$ cat config.mk
export PLATFORM = sky130hd
export DESIGN_NAME = button_debounce
export DESIGN_NICKNAME = d
export VERILOG_FILES = /design/src/rtl/btn_pkg.sv /design/src/rtl/sync_2ff.sv /design/src/rtl/button_debounce.sv
export SDC_FILE = /design/constraint.sdc
export NUM_CORES = 1
export LEC_CHECK = 0
export BUFFER_PORTS_ARGS = -buffer_cell sky130_fd_sc_hd__buf_2
export CAP_MARGIN = 20
export CORE_AREA = 10 10 78 80
export CTS_BUF_LIST = sky130_fd_sc_hd__clkbuf_8
export CTS_CLUSTER_DIAMETER = 100
export DETAILED_ROUTE_END_ITERATION = 7
export DIE_AREA = 0 0 88 90
export PLACE_DENSITY = 0.77
export SYNTH_ARGS = -nofsm -noshare
export SYNTH_HDL_FRONTEND = slang
export SYNTH_SLANG_ARGS = --single-unit
$ cat constraint.sdc
create_clock -name CLK -period 3 [get_ports CLK]
set_clock_uncertainty 0.2 [all_clocks]
set_input_delay 0.75 -clock CLK [delete_from_list [all_inputs] [get_ports CLK]]
set_output_delay 0.75 -clock CLK [all_outputs]
set_load 0.01 [all_outputs]
$ cat src/rtl/btn_pkg.sv
// Shared types and board-level defaults for the push-button conditioning logic.
// The defaults give a 20 ms debounce window and a 1 s long-press time at 27 MHz.
package btn_pkg;

  typedef enum logic [1:0] {
    RELEASED,
    PRESS_DBNC,
    HELD,
    RELEASE_DBNC
  } btn_state_e;

  localparam int CLK_HZ               = 27000000;
  localparam int DEFAULT_DEBOUNCE_CYC = CLK_HZ / 50;
  localparam int DEFAULT_LONG_CYC     = CLK_HZ;

endpackage

$ cat src/rtl/sync_2ff.sv
// Generic two-flop synchroniser for a single asynchronous input.
// RESET_VAL lets each pin start at its own idle level, so reset never looks like activity.
module sync_2ff #(
  parameter logic RESET_VAL = 1'b0
) (
  input  logic clk_i,
  input  logic rst_ni,
  input  logic d_i,
  output logic q_o
);

  logic meta_q;
  logic sync_q;

  always_ff @(posedge clk_i or negedge rst_ni) begin
    if (!rst_ni) begin
      meta_q <= RESET_VAL;
      sync_q <= RESET_VAL;
    end else begin
      meta_q <= d_i;
      sync_q <= meta_q;
    end
  end

  assign q_o = sync_q;

endmodule

$ cat src/rtl/button_debounce.sv
// Conditions a raw push-button pin: synchronises it, debounces both edges, and produces
// a clean pressed level plus one-cycle press, release and long-press pulses.
module button_debounce
  import btn_pkg::*;
#(
  parameter int DEBOUNCE_CYC = DEFAULT_DEBOUNCE_CYC,
  parameter int LONG_CYC     = DEFAULT_LONG_CYC,
  parameter bit ACTIVE_LOW   = 1'b1
) (
  input  logic CLK,
  input  logic RESETn,
  input  logic iBTN,
  output logic oLevel,
  output logic oPress,
  output logic oRelease,
  output logic oLong
);

  localparam int DW = $clog2(DEBOUNCE_CYC + 1);
  localparam int HW = $clog2(LONG_CYC + 1);
  localparam logic [DW-1:0] DB_LAST   = DW'(DEBOUNCE_CYC - 1);
  localparam logic [HW-1:0] HOLD_MAX  = HW'(LONG_CYC);
  localparam logic [HW-1:0] HOLD_LAST = HW'(LONG_CYC - 1);
  localparam logic PIN_IDLE = ACTIVE_LOW;

  logic pinSync;
  logic sAct;

  btn_state_e    state_q, state_d;
  logic [DW-1:0] dbncCnt_q, dbncCnt_d;
  logic [HW-1:0] holdCnt_q, holdCnt_d;
  logic          level_q, level_d;
  logic          press_q, press_d;
  logic          release_q, release_d;
  logic          long_q, long_d;

  sync_2ff #(
    .RESET_VAL(PIN_IDLE)
  ) uPinSync (
    .clk_i (CLK),
    .rst_ni(RESETn),
    .d_i   (iBTN),
    .q_o   (pinSync)
  );

  assign sAct = ACTIVE_LOW ? ~pinSync : pinSync;

  always_ff @(posedge CLK or negedge RESETn) begin
    if (!RESETn) begin
      state_q   <= RELEASED;
      dbncCnt_q <= '0;
      holdCnt_q <= '0;
      level_q   <= 1'b0;
      press_q   <= 1'b0;
      release_q <= 1'b0;
      long_q    <= 1'b0;
    end else begin
      state_q   <= state_d;
      dbncCnt_q <= dbncCnt_d;
      holdCnt_q <= holdCnt_d;
      level_q   <= level_d;
      press_q   <= press_d;
      release_q <= release_d;
      long_q    <= long_d;
    end
  end

  always_comb begin
    state_d   = state_q;
    dbncCnt_d = dbncCnt_q;
    holdCnt_d = holdCnt_q;
    level_d   = level_q;
    press_d   = 1'b0;
    release_d = 1'b0;
    long_d    = 1'b0;

    // The hold counter runs for as long as the press is accepted, including release debounce.
    if (state_q == HELD || state_q == RELEASE_DBNC) begin
      if (holdCnt_q != HOLD_MAX) begin
        holdCnt_d = holdCnt_q + 1'b1;
      end
      long_d = (holdCnt_q == HOLD_LAST);
    end

    unique case (state_q)
      RELEASED: begin
        if (sAct) begin
          state_d   = PRESS_DBNC;
          dbncCnt_d = '0;
        end
      end
      PRESS_DBNC: begin
        if (!sAct) begin
          state_d = RELEASED;
        end else if (dbncCnt_q == DB_LAST) begin
          state_d   = HELD;
          level_d   = 1'b1;
          press_d   = 1'b1;
          holdCnt_d = '0;
        end else begin
          dbncCnt_d = dbncCnt_q + 1'b1;
        end
      end
      HELD: begin
        if (!sAct) begin
          state_d   = RELEASE_DBNC;
          dbncCnt_d = '0;
        end
      end
      RELEASE_DBNC: begin
        if (sAct) begin
          state_d = HELD;
        end else if (dbncCnt_q == DB_LAST) begin
          state_d   = RELEASED;
          level_d   = 1'b0;
          release_d = 1'b1;
        end else begin
          dbncCnt_d = dbncCnt_q + 1'b1;
        end
      end
      default: begin
        state_d = RELEASED;
      end
    endcase

    // An accepted release ends the press, so a long-press pulse in the same cycle is dropped.
    if (release_d) begin
      long_d = 1'b0;
    end
  end

  assign oLevel   = level_q;
  assign oPress   = press_q;
  assign oRelease = release_q;
  assign oLong    = long_q;

endmodule

# Word level (Yosys, flattened, before mapping)
# Index checks and enable logic that the tools add are counted.
[op_classes]
n_eq_ne = 14
add_sub_neg = 2
n_mux = 30
n_reduce_logical = 6
[ops]
columns = ["op", "n"]
rows = [
  ["25-bit 2-to-1 mux", 5],
  ["20-bit 2-to-1 mux", 5],
  ["20-bit case mux with 4 select lines", 1],
  ["25-bit by 1-bit adder with 25-bit output, second input constant", 1],
  ["25-bit == test, second input constant", 1],
  ["25-bit != test, second input constant", 1],
  ["20-bit by 1-bit adder with 20-bit output, second input constant", 1],
  ["20-bit == test, second input constant", 1],
  ["2-bit 2-to-1 mux", 6],
  ["1-bit 2-to-1 mux", 11],
  ["2-bit case mux with 4 select lines", 1],
  ["4-bit AND reduction", 2],
  ["2-bit by 1-bit != test with 1-bit output, second input constant", 3],
  ["2-bit != test, second input constant", 3],
  ["5-bit AND reduction", 1],
  ["2-bit == test, second input constant", 2],
  ["3-bit by 2-bit != test with 1-bit output, second input constant", 1],
  ["3-bit != test, second input constant", 1],
  ["2-bit by 1-bit == test with 1-bit output, second input constant", 1],
  ["2-bit zero test", 1],
  ["1-bit case mux with 2 select lines", 1],
  ["2-bit nonzero test", 1],
  ["1-bit logical OR", 1],
]
[totals]
out_inout_bits = 4
regBits = 53
word_cells = 61
input_bits = 3

# Depth between registers and ports, before layout
# Gate-level depths: netlist of the first run.
[depth]
ltp_word = 6
mapped_depth = 7
ltp_nobuf = 7

# Cells and area by module
# From an unflattened synthesis of the first run, not the netlist that was laid out.
[unflattened]
hier_cells = 298
hier_area_um2 = 2821.5
[modules_own_cells]
columns = ["module", "area_per_inst_um2", "seq_area_each_um2", "cells_each", "n_inst"]
rows = [
  ["button_debounce", 2768.9, 1276.2, 296, 1],
  ["sync_2ff", 52.6, 52.6, 2, 1],
]

# Least setup slack after synthesis of the first run
# Ideal clock, no wire load.
[synth_timing]
kind = "register -> register"
from = "reg holdCnt_q[0]"
to = "reg holdCnt_q[1]"
arrival_time_ns = 1.795
setup_ns = 0.080
path_stages_with_launch = 8
slack_ns = 0.925
t_required_ns = 2.720
n_path_buf = 0
synth_period_minus_slack_ns = 2.075
cell_sequence = "dfrtp_1 > inv_1 > ha_1 > or4b_1 > nor4b_2 > nand4_2 > and3b_1 > nor3b_2"
[synth_between]
elab_chain_len = 6
word_cells_on_any_way = 7
cone_classes = "add/sub (1); eq/ne (1); mux (5)"
[synth_lines]
columns = ["item", "line", "rtl"]
rows = [
  ["start: declaration", "button_debounce.sv:31", "logic [HW-1:0] holdCnt_q, holdCnt_d;"],
  ["start signal: assignment", "button_debounce.sv:60", "holdCnt_q <= holdCnt_d;"],
  ["25-bit by 1-bit adder with 25-bit output or 25-bit != test (tied branches)", "button_debounce.sv:80, button_debounce.sv:79", ""],
  ["25-bit 2-to-1 mux (*)", "button_debounce.sv:79", "if (holdCnt_q != HOLD_MAX) begin"],
  ["25-bit 2-to-1 mux (*)", "button_debounce.sv:78", "if (state_q == HELD || state_q == RELEASE_DBNC) begin"],
  ["25-bit 2-to-1 mux", "button_debounce.sv:95", "end else if (dbncCnt_q == DB_LAST) begin"],
  ["25-bit 2-to-1 mux", "button_debounce.sv:93", "if (!sAct) begin"],
  ["25-bit 2-to-1 mux (*)", "button_debounce.sv:85", "unique case (state_q)"],
  ["net holdCnt_d[1]", "button_debounce.sv:31", ""],
]
# The timed path passes the listed nets; every way through them passes the cells marked *.
# A chain may end at the register's enable or synchronous reset.

==> impl_table.tex, run 1 <==
\begin{tabular}{lr}
\hline
Metric & Value \\
\hline
\multicolumn{2}{l}{\textbf{Status}} \\
Status & completed \\
\multicolumn{2}{l}{\textbf{STA}} \\
Relative slew margins & 0.400 \\
Unrepaired setup endpoints after global routing & no \\
Setup violators final & 0 \\
Worst Slack Setup Final & 0.493 ns \\
Final number of max-transition violations & 0 \\
Final cycle utilization of the critical path & 0.836 \\
Fmax achieved & 399 MHz \\
Slew of the pin with the lowest slew margin & 0.897 ns \\
Final worst path period need & between 2 and 3 ns \\
Setup total negative slack & 0 ns \\
Final number of hold-violating endpoints & 0 \\
\multicolumn{2}{l}{\textbf{Worst setup path}} \\
Category of the worst setup path launch point & register \\
Critical-path cell list & xor2\_1, nor2\_1, a211oi\_1, a31o\_2 \\
Capture instance of the worst register-to-register path & dbncCnt\_q[5]\$\_DFFE\_PN0P\_ \\
Crit path required time & around 3.1 ns \\
Class of the most critical setup path & register to register \\
Arrival time worst endpoint & 2.55 ns \\
Worst R2R Setup Slack & 0.49 ns \\
CP max stage delay & 0.76 ns \\
Setup crit end kind & register \\
Cell count of the worst reg-to-reg path & 4 \\
Slowest-stage cell, CP & xor2\_1 \\
Largest fanout on the critical path & 15 \\
\multicolumn{2}{l}{\textbf{Cells and area}} \\
Flip-flop and latch area & 0.00133 sq mm \\
Final std cell area, no fill & 0.00296 sq mm \\
Core occupancy in the finished layout & 0.644 \\
Area used by multi-input combinational logic & about 0.0014 sq mm \\
Number of antenna diodes & 0 \\
Layout Area Growth over Synthesis & 6.05\% \\
Share of layout cells above drive strength 1 & 0.111 \\
Post-layout nets & $\sim$300 \\
FILL cells & between 300 and 400 \\
\multicolumn{2}{l}{\textbf{Logic synthesis}} \\
Dominant combinational cell family by area after synthesis & simple AND/OR/NAND/NOR gates \\
Ys flop type & dfrtp\_1 \\
Gate Count Post-Synth & 291 \\
Post-synth EDFFs & 0 \\
Share of synthesized area spent on multiplexers & 0 \\
Count of state elements after synthesis & 53 \\
Area fraction in compound gates after synthesis & 0.0757 \\
Distinct cell type count of the synthesized netlist & 46 \\
Average footprint of a synthesized cell & 9.60 sq um \\
Cell type contributing the most total cell area after synthesis & dfrtp\_1 \\
Post-Syn Area & 0.00279 sq mm \\
Top-area cell type share of the netlist area & 0.457 \\
Adder-Cell Fraction of Synth Area & 0.0134 \\
Biggest area contributors in the synthesized netlist & dfrtp\_1 (46\%), xor2\_1 (6.3\%), nor2\_1 (5.6\%) \\
Simple logic cell fraction of the synthesized area & 0.304 \\
Area share of xor/xnor cells in the synthesized design & 0.100 \\
Synthesis Warnings & 0 \\
Fraction of registers with async set or reset after synthesis & 1.00 \\
Seq/Total Area, Yosys & 0.476 \\
Synthesized net count & 297 \\
\multicolumn{2}{l}{\textbf{Route}} \\
Drt first-iter violations & 247 \\
Detailed-route vias per instance & a little under 6 \\
Antenna-violating nets left & 0 \\
Routed via count & a little over 2k \\
Wire length per cell & 14.6 microns \\
Count of unresolved DRC violations after routing & 0 \\
Detailed Routing Iterations Pass 1 & 4 \\
Final wirelength & between 5 and 6 mm \\
\multicolumn{2}{l}{\textbf{Floorplanning}} \\
Core area & 0.00460 sq mm \\
FP Rows & 25 \\
Die ar. & 0.00792 sq mm \\
Width of the die & 88 microns \\
Number of placed I/O pins & 7 \\
Height of the chip & 90 microns \\
Initial cell density of the core & 0.608 \\
\multicolumn{2}{l}{\textbf{Global route}} \\
Total gr overflow & 0 \\
Number of antenna violations at the first check in global routing & 0 \\
Vias in the first global route & 1,945 \\
Met3 Use GR & 0.0262 \\
Met2 GRT Util & 0.192 \\
First-pass GRT wire length & between 9 and 10 mm \\
Global routing's busiest layer & met1 \\
Met1 GRT Util & 0.211 \\
Maximum number of pins on one net before global-route repair & 54 \\
Total track usage & 0.139 \\
\multicolumn{2}{l}{\textbf{Clock network}} \\
CTS tree & done \\
CTS Root Buffer Type & clkbuf\_8 \\
Number of clock sinks & 53 \\
Number of levels in the clock H-tree & 2 \\
Maximum count of clock buffers along a single path & 2 \\
Total clock buffers created by CTS & 5 \\
Count of buffers added by post-CTS timing repair for setup & 0 \\
Count of instances resized after the clock tree is built & 0 \\
Clock input transition at the sequential cells of the worst setup and hold paths & 0.10 ns \\
CTS Hold Bufs & 0 \\
Clock insertion delay at the later pin of the skew report & 0.30 ns \\
\multicolumn{2}{l}{\textbf{Place}} \\
Minimum setup slack after placement & 0.582 ns \\
Detailed Place HPWL & 3.57 mm \\
Area after detailed placement & 0.00287 sq mm \\
Count of port buffers added during placement & 6 \\
RePlAce Congestion & 0.828 \\
\multicolumn{2}{l}{\textbf{Power}} \\
Static Leakage & around 1.3 nW \\
Total Power Consumption & 1.18 mW \\
Power density over the cells & $\sim$400 mW/mm\^{}2 \\
Largest vdd supply drop & 294 uV \\
\multicolumn{2}{l}{\textbf{Min path}} \\
Min-delay src & uPinSync.meta\_q\$\_DFF\_PN1\_ \\
Worst hold endpoint & uPinSync.q\_o\$\_DFF\_PN1\_ \\
Type of the most critical hold path & register to register \\
Cell depth of the worst min-delay path & 0 \\
\multicolumn{2}{l}{\textbf{Job}} \\
\# Max-Cap Violations & 0 \\
\hline
\end{tabular}
synthesized netlist by cell type, drive strengths merged (2+ instances only):
cell	number
dfstp	2
nand3	14
or4b	3
and3	6
and2	4
o31ai	2
dfrtp	51
nor3	11
nor2	42
xnor2	12
inv	8
or3	4
nor4	6
xor2	20
a21oi	6
nand2b	3
a31o	3
a21o	4
buf	5
o21ai	9
nor4b	3
nor3b	2
nand3b	3
nand4	17
nand2	27
and4	4
ha	3
clkbuf	7
cells in the final DEF, fill, tap and decap left out, drive strengths merged, types with 2 or more instances in the layout:
master	count
o21ai	9
clkbuf	5
nor3b	2
a31o	3
and3	6
nor4b	3
dfrtp	51
dfstp	2
a21o	4
xor2	20
nand4	17
nand3	14
or3	4
nand3b	3
buf	9
nor2	42
and2	4
ha	3
or4b	3
o31ai	2
inv	9
and4	4
nor4	6
nor3	11
a21oi	6
xnor2	12
nand2b	3
nand2	27
per-layer routing:
layer  vias up  wire length, microns
met3         5                   172
met4         0                    34
met5         -                     0
li1       1025                     -
met1       984                  2670
met2        35                  2250
stage by stage:
step                cells  hold WS (ns)
detailed placement    342         0.149
floorplan             291         0.145
global placement      342         0.151
global route          350         0.171
finish                350         0.163
CTS                   350         0.164
critical path: cells and delay by family, from the launching register on:
kind             cells  cell delay, ns
AND/OR/NAND/NOR      1            0.40
AO/OA/AOI/OAI        2            0.47
flip-flops           1            0.62
XOR/XNOR             1            0.76
area by class of cell:
type,instances,share of cell area
clock inverter,3,0.00845
multi-input combinational,218,0.465
timing repair buffer,9,0.0220
inverter,8,0.0101
tap,54,0.0228
sequential,53,0.448
clock buffer,5,0.0232
flip-flops by register name (all words and copies together), names as in the netlist, named ones only:
name and count:
uPinSync.meta_q 1, uPinSync.q_o 1, oRelease 1, oLevel 1, oPress 1, holdCnt_q 25
oLong 1, dbncCnt_q 20, state_q 1
logic make-up (layout without fill, tap and decap cells):
logic type | count (synthesis) | count (layout)
simple gates | 151 | 151
flops | 53 | 53
compound gates | 32 | 32
xor+xnor | 32 | 32
buf+inv | 20 | 25
fa+ha+maj | 3 | 3
power breakdown:
group | internal [mW] | leakage (nW) | total (mW) | switching (mW)
clock | 0.169 | 0.0447 | 0.412 | 0.243
combinational | 0.0118 | 0.532 | 0.0403 | 0.0284
sequential | 0.722 | 0.729 | 0.730 | 0.00840
total | 0.902 | 1.31 | 1.18 | 0.280
worst max path at each step:
stage | startpoint | endpoint | slack, ns | cells after the start
2_1_floorplan | holdCnt_q[0]$_DFF_PN0_ | holdCnt_q[1]$_DFF_PN0_ | 0.93 | 7
3_3_place_gp | register | dbncCnt_q[5]$_DFFE_PN0P_ | 0.66 | 4
3_5_place_dp | register | dbncCnt_q[5]$_DFFE_PN0P_ | 0.58 | 4
4_1_cts | register | dbncCnt_q[5]$_DFFE_PN0P_ | 0.51 | 4
5_1_grt | register | dbncCnt_q[5]$_DFFE_PN0P_ | 0.24 | 4
6_report | register | dbncCnt_q[5]$_DFFE_PN0P_ | 0.49 | 4
(Power assumes the default switching activity.)
==> run 2, diff against run 1 <==
--- a/config.mk
+++ b/config.mk
@@ -5,14 +5,15 @@
 export SDC_FILE = /design/constraint.sdc
 export NUM_CORES = 1
 export LEC_CHECK = 0
+export ABC_AREA = 1
 export BUFFER_PORTS_ARGS = -buffer_cell sky130_fd_sc_hd__buf_2
 export CAP_MARGIN = 20
-export CORE_AREA = 10 10 78 80
+export CORE_AREA = 10 10 86 88
 export CTS_BUF_LIST = sky130_fd_sc_hd__clkbuf_8
 export CTS_CLUSTER_DIAMETER = 100
 export DETAILED_ROUTE_END_ITERATION = 7
-export DIE_AREA = 0 0 88 90
-export PLACE_DENSITY = 0.77
+export DIE_AREA = 0 0 96 98
+export PLACE_DENSITY = 0.79
 export SYNTH_ARGS = -nofsm -noshare
 export SYNTH_HDL_FRONTEND = slang
 export SYNTH_SLANG_ARGS = --single-unit
==> constraint.sdc (replaced) <==
create_clock -name CLK -period 2.5 [get_ports CLK]
set_clock_uncertainty 0.2 [all_clocks]
set_input_delay 0.625 -clock CLK [delete_from_list [all_inputs] [get_ports CLK]]
set_output_delay 0.625 -clock CLK [all_outputs]
set_load 0.01 [all_outputs]
==> run 2 against run 1 <==
Effect of this change:
- routed wire length up 51%
- critical path type unchanged
- worst hold slack worse by 0.073 ns
- critical endpoint is now dbncCnt_q[0]$_DFFE_PN0P_
- die area increased by 19%
- total power grew 19%
- combinational power grew 69%
- sequential share of layout area fell by 9.3 points
- flip-flop and latch count stayed put
- sequential power is 20% higher
- critical path depth rose by 6
- highest routed layer unchanged
- global-route usage increased by 3.3 points
- maximum frequency rose by 18%
==> impl_table.tex, run 2 <==
\begin{tabular}{lr}
\hline
Metric & Value \\
\hline
\multicolumn{2}{l}{\textbf{Worst setup path}} \\
Most used cell, CP & inv\_2 \\
CP max stage delay & 0.42 ns \\
Crit path required time & approximately 2.5 ns \\
Setup crit end kind & register \\
Critical-path cell list & ha\_1, nand3\_2, inv\_2, nand2\_2, nor2\_4, nand2\_4, nand2\_8, inv\_2, nand3\_1, o21ai\_2 \\
Cell count of the worst reg-to-reg path & 10 \\
Crit. path cell count & 10 \\
Slowest-stage cell, CP & dfrtp\_1 \\
Total buffers and inverters traversed by the critical path & 2 \\
Category of the worst setup path launch point & register \\
Class of the most critical setup path & register to register \\
Arrival time worst endpoint & around 2.1 ns \\
Cell family with the largest share of critical-path delay & simple AND/OR/NAND/NOR gates \\
Largest fanout on the critical path & 28 \\
\multicolumn{2}{l}{\textbf{Global route}} \\
Total gr overflow & 0 \\
First-pass GRT wire length & 13.4 mm \\
Vias in the first global route & 3,031 \\
Maximum number of pins on one net before global-route repair & 32 \\
Total track usage & 0.171 \\
Number of antenna violations at the first check in global routing & 0 \\
\multicolumn{2}{l}{\textbf{STA}} \\
Relative slew margins & 0.637 \\
Setup violators final & 0 \\
Final number of max-transition violations & 0 \\
Final cycle utilization of the critical path & 0.851 \\
Slew of the pin with the lowest slew margin & 0.545 ns \\
Final worst path period need & around 2.1 ns \\
Setup total negative slack & 0 ns \\
Unrepaired setup endpoints after global routing & no \\
Fmax achieved & 470 MHz \\
Final number of hold-violating endpoints & 0 \\
\multicolumn{2}{l}{\textbf{Status}} \\
Status & completed \\
\multicolumn{2}{l}{\textbf{Floorplanning}} \\
Number of placed I/O pins & 7 \\
Initial cell density of the core & 0.624 \\
Height of the chip & 98 microns \\
Core area & 0.00575 sq mm \\
Width of the die & roughly 96 microns \\
FP Rows & 28 \\
Die ar. & 0.00941 sq mm \\
\multicolumn{2}{l}{\textbf{Logic synthesis}} \\
Synthesized net count & 519 \\
Count of state elements after synthesis & 53 \\
Gate Count Post-Synth & 513 \\
Ys flop type & dfrtp\_1 \\
Synthesis Warnings & 0 \\
Post-Syn Area & 0.00358 sq mm \\
List of most frequent post-synthesis cells & nand2\_1 (165), nor2\_1 (77), dfrtp\_1 (51), inv\_1 (48), nand3\_1 (43) \\
Top-area cell type share of the netlist area & 0.356 \\
Post-synth EDFFs & 0 \\
Biggest area contributors in the synthesized netlist & dfrtp\_1 (36\%), nand2\_1 (17\%), nor2\_1 (8.1\%) \\
Seq/Total Area, Yosys & 0.371 \\
Fraction of registers with async set or reset after synthesis & 1.00 \\
Average footprint of a synthesized cell & 6.99 sq um \\
Cell type contributing the most total cell area after synthesis & dfrtp\_1 \\
Distinct cell type count of the synthesized netlist & 37 \\
Leading cell type by number of instances after synthesis & nand2\_1 \\
\multicolumn{2}{l}{\textbf{Route}} \\
Detailed Routing Iterations Pass 1 & 4 \\
Routed via count & approximately 3.2k \\
Drt first-iter violations & 150 \\
Wire length per cell & 13.0 microns \\
Final wirelength & 7.74 mm \\
Detailed-route vias per instance & 5.39 \\
Antenna-violating nets left & 0 \\
Count of unresolved DRC violations after routing & 0 \\
\multicolumn{2}{l}{\textbf{Cells and area}} \\
Number of antenna diodes & 0 \\
Largest registers in the final layout & holdCnt\_q x25, dbncCnt\_q x20 \\
Non-filler instance count after layout & 595 \\
Area used by multi-input combinational logic & a little under 0.002 sq mm \\
Largest reg by FF count & holdCnt\_q \\
Layout Area Growth over Synthesis & 4.43\% \\
FILL cells & 516 \\
Post-layout nets & roughly 530 \\
Most common cell after layout, fill and taps aside & nand2\_1 \\
Flip-flop and latch area & 0.00133 sq mm \\
Share of layout cells above drive strength 1 & 0.133 \\
Top library cells by usage in the layout, fill and taps aside & nand2\_1 (165), nor2\_1 (77), dfrtp\_1 (51) \\
Largest register FFs & 25 \\
\multicolumn{2}{l}{\textbf{Clock network}} \\
Count of instances resized after the clock tree is built & 0 \\
Number of clock sinks & 53 \\
Maximum count of clock buffers along a single path & 2 \\
Clock input transition at the sequential cells of the worst setup and hold paths & $\sim$0.10 ns \\
CTS tree & done \\
CTS Hold Bufs & 0 \\
Total clock buffers created by CTS & 5 \\
Clock insertion delay at the later pin of the skew report & 0.31 ns \\
Number of levels in the clock H-tree & 2 \\
Count of buffers added by post-CTS timing repair for setup & 0 \\
CTS Root Buffer Type & clkbuf\_8 \\
\multicolumn{2}{l}{\textbf{Place}} \\
Count of port buffers added during placement & 6 \\
Detailed Place HPWL & 6.04 mm \\
RePlAce Congestion & 0.950 \\
DP Cell Count & 587 \\
\multicolumn{2}{l}{\textbf{Min path}} \\
Type of the most critical hold path & input pin to async pin \\
\multicolumn{2}{l}{\textbf{Job}} \\
\# Max-Cap Violations & 0 \\
\multicolumn{2}{l}{\textbf{Power}} \\
Power density over the cells & 377 mW/mm\^{}2 \\
Largest vdd supply drop & 261 uV \\
Static Leakage & 1.64 nW \\
Total Power Consumption & 1.41 mW \\
\hline
\end{tabular}
-- run 2: cell count changes in the layout (fill, tap and decap cells not counted), moves of 8 or more --
cell and change:
a21oi_1 +10, inv_1 +40, nand2_1 +138, nand3_1 +29, nor2_1 +35, nor2_2 +8
o21ai_2 +15, xnor2_1 -9, xor2_1 -10
-- run 2: layer usage --
| metal | wire length [microns] | GRT usage | part of all wire | vias to the layer above |
|---|---|---|---|---|
| met5 | 0 | 0 | 0 | - |
| met4 | 136 | 0.0579 | 0.018 | 0 |
| met3 | 272 | 0.0299 | 0.035 | 14 |
| met2 | 4100 | 0.308 | 0.53 | 62 |
| met1 | 3230 | 0.195 | 0.42 | 1491 |
| li1 | - | - | - | 1641 |
-- run 2: stage by stage --
stage / hold slack, ns / cell area (sq um) / util / worst slack (ns)
after floorplan: 0.129 / 3580 / - / 0.718
after global placement: 0.146 / 3660 / 0.636 / 0.435
after detailed placement: 0.147 / 3660 / 0.636 / 0.388
after CTS: 0.0972 / 3740 / 0.651 / 0.373
after global routing: 0.122 / 3740 / 0.651 / 0.185
final: 0.0905 / 3740 / 0.651 / 0.372
-- run 2: final timing paths --
kind | from | end | slack [ns]
min reg2reg | uPinSync.meta_q$_DFF_PN1_ | uPinSync.q_o$_DFF_PN1_ | 0.16
min in group CLK | uPinSync.meta_q$_DFF_PN1_ | uPinSync.q_o$_DFF_PN1_ | 0.16
max reg2reg | dbncCnt_q[0]$_DFFE_PN0P_ | dbncCnt_q[0]$_DFFE_PN0P_ | 0.37
max | dbncCnt_q[0]$_DFFE_PN0P_ | dbncCnt_q[0]$_DFFE_PN0P_ | 0.37
min | RESETn | oLong$_DFF_PN0_ | 0.09
max in group asynchronous | RESETn | dbncCnt_q[15]$_DFFE_PN0P_ | 1.45
-- run 2: kinds of logic after synthesis --
kind of cell	after synthesis	share of synthesized area
and+or+nand+nor	330	0.411
buffers and inverters	63	0.0817
DFF	53	0.371
AOI/OAI and AO/OA	51	0.0943
xor gates and xnor gates	13	0.0318
adders and majority gates	3	0.0105
-- run 2: power by group --
| group | total (mW) | leakage, nW | switching (mW) | internal [mW] |
|---|---|---|---|---|
| combinational | 0.0681 | 0.864 | 0.0504 | 0.0177 |
| sequential | 0.874 | 0.729 | 0.00834 | 0.866 |
| clock | 0.469 | 0.0439 | 0.276 | 0.194 |
-- run 2: layout make-up --
| type | count | area share |
|---|---|---|
| clock buffers | 5 | 0.0184 |
| clock inverters | 3 | 0.00468 |
| inverters | 51 | 0.0512 |
| multi-input cells | 397 | 0.524 |
| flip-flops and latches | 53 | 0.355 |
| well taps | 75 | 0.0251 |
| repair buffers | 11 | 0.0214 |
